<file path="config.mk">
export PLATFORM = sky130hd
export DESIGN_NAME = key_expansion_seq
export DESIGN_NICKNAME = d
export VERILOG_FILES = /design/src/rtl/key_expansion_seq.sv
export SDC_FILE = /design/constraint.sdc
export NUM_CORES = 2
export LEC_CHECK = 0
export ABC_AREA = 1
export BUFFER_PORTS_ARGS = -buffer_cell sky130_fd_sc_hd__buf_2
export CAP_MARGIN = 20
export CORE_AREA = 3 3 601 603
export DETAILED_ROUTE_END_ITERATION = 12
export DIE_AREA = 0 0 604 606
export PLACE_DENSITY = 0.42
export SYNTH_ARGS = -nofsm -noshare
export SYNTH_HDL_FRONTEND = slang
export SYNTH_SLANG_ARGS = --single-unit
</file>
<file path="constraint.sdc">
create_clock -name clk -period 6.05 [get_ports clk]
set_input_delay 0 -clock clk [delete_from_list [all_inputs] [get_ports clk]]
set_output_delay 0 -clock clk [all_outputs]
set_load 0.01 [all_outputs]
</file>
<file path="src/rtl/key_expansion_seq.sv">
// AES-128 key schedule, one round key per clock into an 11-entry (1408-bit) register file.
// start is taken only in IDLE; done rises 10 edges after acceptance and holds until the next start.
module key_expansion_seq (
  input  logic          clk,
  input  logic          rst_n,
  input  logic          start,
  input  logic [0:127]  key,
  output logic [0:1407] words,
  output logic          busy,
  output logic          done
);

  typedef enum logic {IDLE, RUN} state_t;

  // Forward S-box; byte b lives at bits [8*b +: 8] counting from the left.
  localparam logic [0:2047] SBOX_TBL = {
    128'h637c777bf26b6fc53001672bfed7ab76,
    128'hca82c97dfa5947f0add4a2af9ca472c0,
    128'hb7fd9326363ff7cc34a5e5f171d83115,
    128'h04c723c31896059a071280e2eb27b275,
    128'h09832c1a1b6e5aa0523bd6b329e32f84,
    128'h53d100ed20fcb15b6acbbe394a4c58cf,
    128'hd0efaafb434d338545f9027f503c9fa8,
    128'h51a3408f929d38f5bcb6da2110fff3d2,
    128'hcd0c13ec5f974417c4a77e3d645d1973,
    128'h60814fdc222a908846eeb814de5e0bdb,
    128'he0323a0a4906245cc2d3ac629195e479,
    128'he7c8376d8dd54ea96c56f4ea657aae08,
    128'hba78252e1ca6b4c6e8dd741f4bbd8b8a,
    128'h703eb5664803f60e613557b986c11d9e,
    128'he1f8981169d98e949b1e87e9ce5528df,
    128'h8ca1890dbfe6426841992d0fb054bb16
  };

  function automatic logic [7:0] sbox(input logic [7:0] b);
    return SBOX_TBL[{b, 3'b000} +: 8];
  endfunction

  function automatic logic [31:0] sub_rot(input logic [31:0] w);
    return {sbox(w[23:16]), sbox(w[15:8]), sbox(w[7:0]), sbox(w[31:24])};
  endfunction

  function automatic logic [7:0] rcon(input logic [3:0] r);
    case (r)
      4'd1:    return 8'h01;
      4'd2:    return 8'h02;
      4'd3:    return 8'h04;
      4'd4:    return 8'h08;
      4'd5:    return 8'h10;
      4'd6:    return 8'h20;
      4'd7:    return 8'h40;
      4'd8:    return 8'h80;
      4'd9:    return 8'h1b;
      4'd10:   return 8'h36;
      default: return 8'h00;
    endcase
  endfunction

  state_t         state_q, state_d;
  logic [3:0]     rnd_q, rnd_d;
  logic           busy_q, busy_d;
  logic           done_q, done_d;
  logic [0:1407]  words_q;

  logic           wr_en;
  logic [3:0]     wr_idx;
  logic [0:127]   wr_dat;
  logic [0:127]   prev_rk;
  logic [0:127]   next_rk;
  logic [31:0]    w0, w1, w2, w3;
  logic [31:0]    n0, n1, n2, n3;

  // Round key rnd-1 is the only source for round key rnd.
  always_comb begin
    prev_rk = '0;
    for (int i = 0; i < 10; i++) begin
      if (rnd_q == 4'(i + 1)) prev_rk = words_q[128*i +: 128];
    end
  end

  assign w0 = prev_rk[0:31];
  assign w1 = prev_rk[32:63];
  assign w2 = prev_rk[64:95];
  assign w3 = prev_rk[96:127];

  assign n0 = w0 ^ sub_rot(w3) ^ {rcon(rnd_q), 24'h0};
  assign n1 = w1 ^ n0;
  assign n2 = w2 ^ n1;
  assign n3 = w3 ^ n2;
  assign next_rk = {n0, n1, n2, n3};

  always_comb begin
    state_d = state_q;
    rnd_d   = rnd_q;
    busy_d  = busy_q;
    done_d  = done_q;
    wr_en   = 1'b0;
    wr_idx  = rnd_q;
    wr_dat  = next_rk;
    case (state_q)
      IDLE: begin
        if (start) begin
          wr_en   = 1'b1;
          wr_idx  = 4'd0;
          wr_dat  = key;
          rnd_d   = 4'd1;
          busy_d  = 1'b1;
          done_d  = 1'b0;
          state_d = RUN;
        end
      end
      RUN: begin
        wr_en = 1'b1;
        if (rnd_q == 4'd10) begin
          busy_d  = 1'b0;
          done_d  = 1'b1;
          state_d = IDLE;
        end else begin
          rnd_d = rnd_q + 4'd1;
        end
      end
    endcase
  end

  always_ff @(posedge clk or negedge rst_n) begin
    if (!rst_n) begin
      state_q <= IDLE;
      rnd_q   <= 4'd0;
      busy_q  <= 1'b0;
      done_q  <= 1'b0;
    end else begin
      state_q <= state_d;
      rnd_q   <= rnd_d;
      busy_q  <= busy_d;
      done_q  <= done_d;
    end
  end

  always_ff @(posedge clk or negedge rst_n) begin
    if (!rst_n) begin
      words_q <= '0;
    end else begin
      for (int i = 0; i < 11; i++) begin
        if (wr_en && wr_idx == 4'(i)) words_q[128*i +: 128] <= wr_dat;
      end
    end
  end

  assign words = words_q;
  assign busy  = busy_q;
  assign done  = done_q;

endmodule

</file>
=== Word level (Yosys, flattened, before mapping) ===
Memories as Yosys holds them, arrays and structs flattened.
Index checks and enable logic that the tools add are counted.
W data, S select, Z words.

* Register bits: 1,415
* Memory bits (read-only): 128
* Input port bits: 131
* Output and inout port bits: 1,410
* Memories kept: 1

{| class="wikitable"
|+ Memories
! name !! depth !! width !! read ports !! clocked after memory_dff !! wr ports !! line !! RTL
|-
| (name not given) || 16 || 8 || 1 || 0 || 0 || 44 || <nowiki>case (r)</nowiki>
|}

* $add $sub $neg: 1
* Eq/ne operators: 23
* Shift operators: 4
* Multiplexer cells: 27
* Bitwise gates (word level): 10
* Reduce and logical (&&, ||, !) cells: 14

{| class="wikitable"
|+ Operators with widths
! kind !! count
|-
| $shiftx A2048 B12 Y2049 const A || 4
|-
| $mux W128 || 12
|-
| $xor A32 B32 Y32 || 5
|-
| $not A11 Y12 || 4
|-
| $eq A4 B3 Y1 const B || 8
|-
| $eq A4 B4 Y1 const B || 6
|-
| $eq A4 B2 Y1 const B || 4
|-
| $mux W4 || 4
|-
| $logic_and A1 B1 Y1 || 11
|-
| $eq A4 B1 Y1 const B || 2
|-
| $pmux W1 S2 || 4
|-
| $pmux W4 S2 || 1
|-
| $mux W1 || 6
|-
| $add A4 B1 Y4 const B || 1
|-
| $logic_not A4 Y1 || 1
|-
| $ne A2 B2 Y1 const B || 2
|-
| $reduce_and A2 Y1 || 2
|-
| $ne A2 B1 Y1 const B || 1
|-
| $not A1 Y1 || 1
|}

=== Logic depth before layout (Yosys ltp) ===
* Depth after elaboration: 20
* Gate-level depth with buffers: 41

=== Worst setup path after synthesis ===
OpenSTA, ideal clock, no wires.

* Kind: flip-flop to flip-flop
* Start point: reg rnd_q[1]
* End point: reg words_q (netlist bit words[1129])
* Arrival time: 4.082 ns
* Data required time: 5.932 ns
* Setup slack: 1.850 ns
* Stages on the path, launching flop included: 37
* Clock period less this slack: 4.200 ns
* Cell sequence: dfrtp_1 > inv_1 > ha_1 > buf_2 > nand2_2 > buf_2 > buf_2 > nor2_1 > nor2_1 > nand2_1 > nand2_1 > nand2_1 > nand2_1 > nand2_1 > a21oi_2 > ha_1 > inv_1 > nand3_1 > clkbuf_1 > nand3_1 > nand2_1 > nand2_1 > nor2_1 > nor2_1 > nand2_1 > nand3_1 > nand2_1 > nand2_1 > nand3_1 > nand2_1 > nand2_1 > nand2_1 > nand2_1 > nand3_1 > buf_4 > nand3_1 > nand2_1

* Word-level cells in the longest chain between the ends: 20
* Elaborated cells between the ends (all ways): 33

{| class="wikitable"
|+ Ends and longest elaborated chain
! item !! line !! RTL
|-
| start, declared || 60 || <nowiki>logic [3:0] rnd_q, rnd_d;</nowiki>
|-
| start signal, assigned || 133 || <nowiki>rnd_q <= rnd_d;</nowiki>
|-
| $eq A4 B1 Y1 || 77 || <nowiki>if (rnd_q == 4'(i + 1)) prev_rk = words_q[128*i +: 128];</nowiki>
|-
| $mux W128 (10 in series) || 77 ||
|-
| $not A11 Y12 (implied by the code) || 36 || <nowiki>return SBOX_TBL[{b, 3'b000} +: 8];</nowiki>
|-
| $shiftx A2048 B12 Y2049 || 36 ||
|-
| $xor A32 B32 Y32 (2 in series) || 86 || <nowiki>assign n0 = w0 ^ sub_rot(w3) ^ {rcon(rnd_q), 24'h0};</nowiki>
|-
| $xor A32 B32 Y32 || 87 || <nowiki>assign n1 = w1 ^ n0;</nowiki>
|-
| $xor A32 B32 Y32 || 88 || <nowiki>assign n2 = w2 ^ n1;</nowiki>
|-
| $xor A32 B32 Y32 || 89 || <nowiki>assign n3 = w3 ^ n2;</nowiki>
|-
| $mux W128 || 102 || <nowiki>if (start) begin</nowiki>
|-
| $mux W128 || 100 || <nowiki>case (state_q)</nowiki>
|-
| end signal, assigned by index || 144 || <nowiki>if (wr_en && wr_idx == 4'(i)) words_q[128*i +: 128] <= wr_dat;</nowiki>
|-
| end, declared || 63 || <nowiki>logic [0:1407] words_q;</nowiki>
|}

Parallel ways exist; a longest one is shown, timed or not.
A chain may end at the register's enable or synchronous reset.

=== Worst setup path in the final report ===
* Start point: reg rnd_q[0]
* End point: reg words_q (netlist bit words[713])

* Word-level cells in the longest chain between the ends: 19
* Elaborated cells between the ends (all ways): 32

{| class="wikitable"
|+ Ends and longest elaborated chain
! item !! line
|-
| $eq A4 B1 Y1 || 77
|-
| $mux W128 (10 in series) || 77
|-
| $not A11 Y12 (implied by the code) || 36
|-
| $shiftx A2048 B12 Y2049 || 36
|-
| $xor A32 B32 Y32 (2 in series) || 86
|-
| $xor A32 B32 Y32 || 87
|-
| $xor A32 B32 Y32 || 88
|-
| $mux W128 || 102
|-
| $mux W128 || 100
|}

Parallel ways exist; a longest one is shown, timed or not.

==> run metrics <==
status completed; Compound-Gate Fraction of Synth Area about 14%; Yosys reg bits 1415; Clock Tree Root clkbuf_16; area leader, netlist dfrtp_1; syn nets 11109; IO Pins 1541; setup tns final 0 ns; fillers 39348; Tcrit/Tclk final 96.7%; Mapped Area 79100 um2; Worst-Margin Slew around 1.4 ns; CP max stage cell dfrtp_1; Critical Path AT 6.63 ns; first-pass GRT wire length around 840000 um; H-tree depth 4; Synth Area in Simple Gates 32.3%; layout cells sized above 1 a little over a fifth; hold path depth 4; ys flop type dfrtp_1; Hold Vio Cnt, Final 0; drt total wl 642000 um; Die X-Extent 604 um; Max-Cap Viols 0; CTS tree yes; Via density approximately 5.3; Reg clk slew, reported paths 0.06 ns; worst skew pair latency ~0.93 ns; asr flop ratio synth 100%; number of flops mapped to enable cells by yosys 0; most common cell in the netlist nand2_1; # setup viols final 0; core box area 356000 um2; Synth Area in XOR/XNOR 0%; initial DRC count ~12000; TritonCTS Sinks 1415; Yosys cell types 48; dpl hpwl 487000 um; CP required 6.83 ns; Worst Hold Class in -> reg; Setup crit end kind flop; Final Wtd Congestion 1.07; die height 606 um; Post-Synthesis Cells 10916; layout net count between 10000 and 15000; Fmax 171 MHz; TritonRoute pass-1 iters 8; max_slew headroom about 5.3%; Via Count 92942; Adder-Cell Fraction of Synth Area 0.980%; WL per Instance ~37 um; largest net degree at the start of global routing 142; initial antenna violation count 54; Setup Crit Path Kind reg -> reg; die area 366000 um2; Synth Warn # 0; sequential area share after synthesis between 40 and 50%; Area contributors post-synth dfrtp_1, nand2_1, nand3_1, o21ai_0, inv_1; Crit Path Max Fanout 8; largest family of logic cells by synthesized area simple AND/OR/NAND/NOR gates; Rows 219; Layout area overhead 30.8%; post-route minimum period about 5.8 ns; Final Max Tran Viols 0; Initial Utilization 22.2%; top post-synthesis cells by count nand2_1, nand3_1, dfrtp_1; syn_area_per_cell 7.25 um2; RSZ-0062 raised after global routing yes; clk_skew 0.121 ns; GRT Overall Usage 33.6%; Worst R2R Path Depth 34; port buffer count 1540; Antenna Nets Post-Route 0; vias in the first global route 86153; Startpoint Class flop; Max Root-Sink Buffers 4; mux contribution to synthesized area 0%; most used cell, CP nand2_1; GRT Residual Overflow 0; DRC violations left 0; CTS buffer count ~180; top-area cell type share of the netlist area 44.7%; worst stage delay on the critical path ~0.43 ns
-- critical path, delay by kind of cell (launching register included) --
| family | cells | cell delay, ns |
|---|---|---|
| flops | 1 | 0.43 |
| simple gates | 22 | 2.79 |
| buf+inv | 7 | 1.24 |
| fa+ha+maj | 2 | 0.65 |
| compound gates | 3 | 0.54 |
-- worst paths after layout --
path | startpoint | end | slack [ns]
worst max-delay path | rnd_q[0] | words[713] | 0.20
worst min-delay path | key[82] | words[1362] | 0.13
worst max register to register | rnd_q[0] | words[713] | 0.20
worst min register to register | words[1389] | words[1389] | 0.48
max in group asynchronous | rst_n | words[129] | 4.58
min in group asynchronous | rst_n | words[983] | 0.50
-- area by class of cell --
class | instances | area (um2) | area share, %
multi-input cells | 8057 | 37900 | 36.6
flip-flops and latches | 1415 | 35400 | 34.2
repair buffers | 2333 | 15700 | 15.2
well taps | 4751 | 5940 | 5.74
clock buffers | 269 | 5350 | 5.17
inverters | 618 | 2450 | 2.37
clock inverters | 52 | 663 | 0.641
diodes | 36 | 90.1 | 0.0870
-- layout by cell type (no fill, tap or decap), types with 7 or more instances in the layout --
master	Yosys	layout
nand3_1	1623	1610
nor2_1	508	497
a21oi_2	7	9
a21oi_1	267	264
buf_2	224	1539
or2_0	7	7
o21ai_0	910	904
buf_4	70	521
diode_2	0	36
nand2_1	3762	3738
a221oi_1	66	66
bufinv_16	0	10
inv_2	37	37
nand3_2	10	22
nand3b_1	32	32
clkbuf_1	402	37
a22oi_1	97	97
clkbuf_16	0	179
a221o_1	33	33
inv_6	0	13
o211ai_1	104	104
or2_2	33	33
o21ai_2	4	8
nand2_4	7	13
dlygate4sd3_1	0	130
o21bai_1	7	7
clkinv_2	0	26
o21ai_1	76	78
inv_8	0	9
nand4_1	50	50
inv_1	573	557
o2111ai_1	69	69
clkbuf_8	0	53
ha_1	62	61
dfrtp_1	1415	1415
nand2_2	45	61
a211oi_1	32	32
nor2_4	3	15
a31oi_1	213	213
buf_12	0	135
-- cells by family (layout without fill, tap and decap cells) --
group	Yosys count	count (layout)
AOI/OAI and AO/OA	1901	1902
buffers and inverters	1445	3272
and+or+nand+nor	6093	6093
DFF	1415	1415
other	0	36
adders and majority gates	62	62
-- registers in the layout, indices dropped and copies added (netlist names) --
| name | count |
|---|---|
| words | 1408 |
| state_q | 1 |
| busy | 1 |
| done | 1 |
| rnd_q | 4 |
-- what timing repair did --
action | 4_1_cts | 5_1_grt
pin swaps | 0 | 3
cloned | 0 | 1
endpoints found under the hold margin | 2384 | 0
gates resized for setup | 3 | 55
hold buffers | 131 | 0
endpoints found under the setup margin | 99 | 557
setup buffers | 0 | 10
-- through the flow --
step / utilization [%] / hold slack (ns) / setup WS [ns] / instance area [um2] / instances
finish: 29.1 / 0.131 / 0.200 / 104000 / 17531
global route: 29.1 / 0.0755 / -0.0246 / 103000 / 17512
CTS: 29.0 / 0.00287 / 0.0123 / 103000 / 17484
detailed placement: 26.9 / 0.0629 / -0.226 / 95800 / 17032
global placement: 26.9 / 0.0604 / -0.180 / 95800 / 17031
floorplan: - / -0.296 / 1.85 / 79100 / 10916
-- layer usage --
metal	GRT usage [%]	up-vias	share of wire [%]
li1	-	39748	-
met1	41.3	46847	39
met2	50.7	5188	43
met3	9.56	1145	9.6
met4	23.1	14	8.4
met5	0	-	0.014
Power is left out: the tool's default activity adds up to more than one toggle a clock period on the data nets, which glitch-free logic cannot reach.
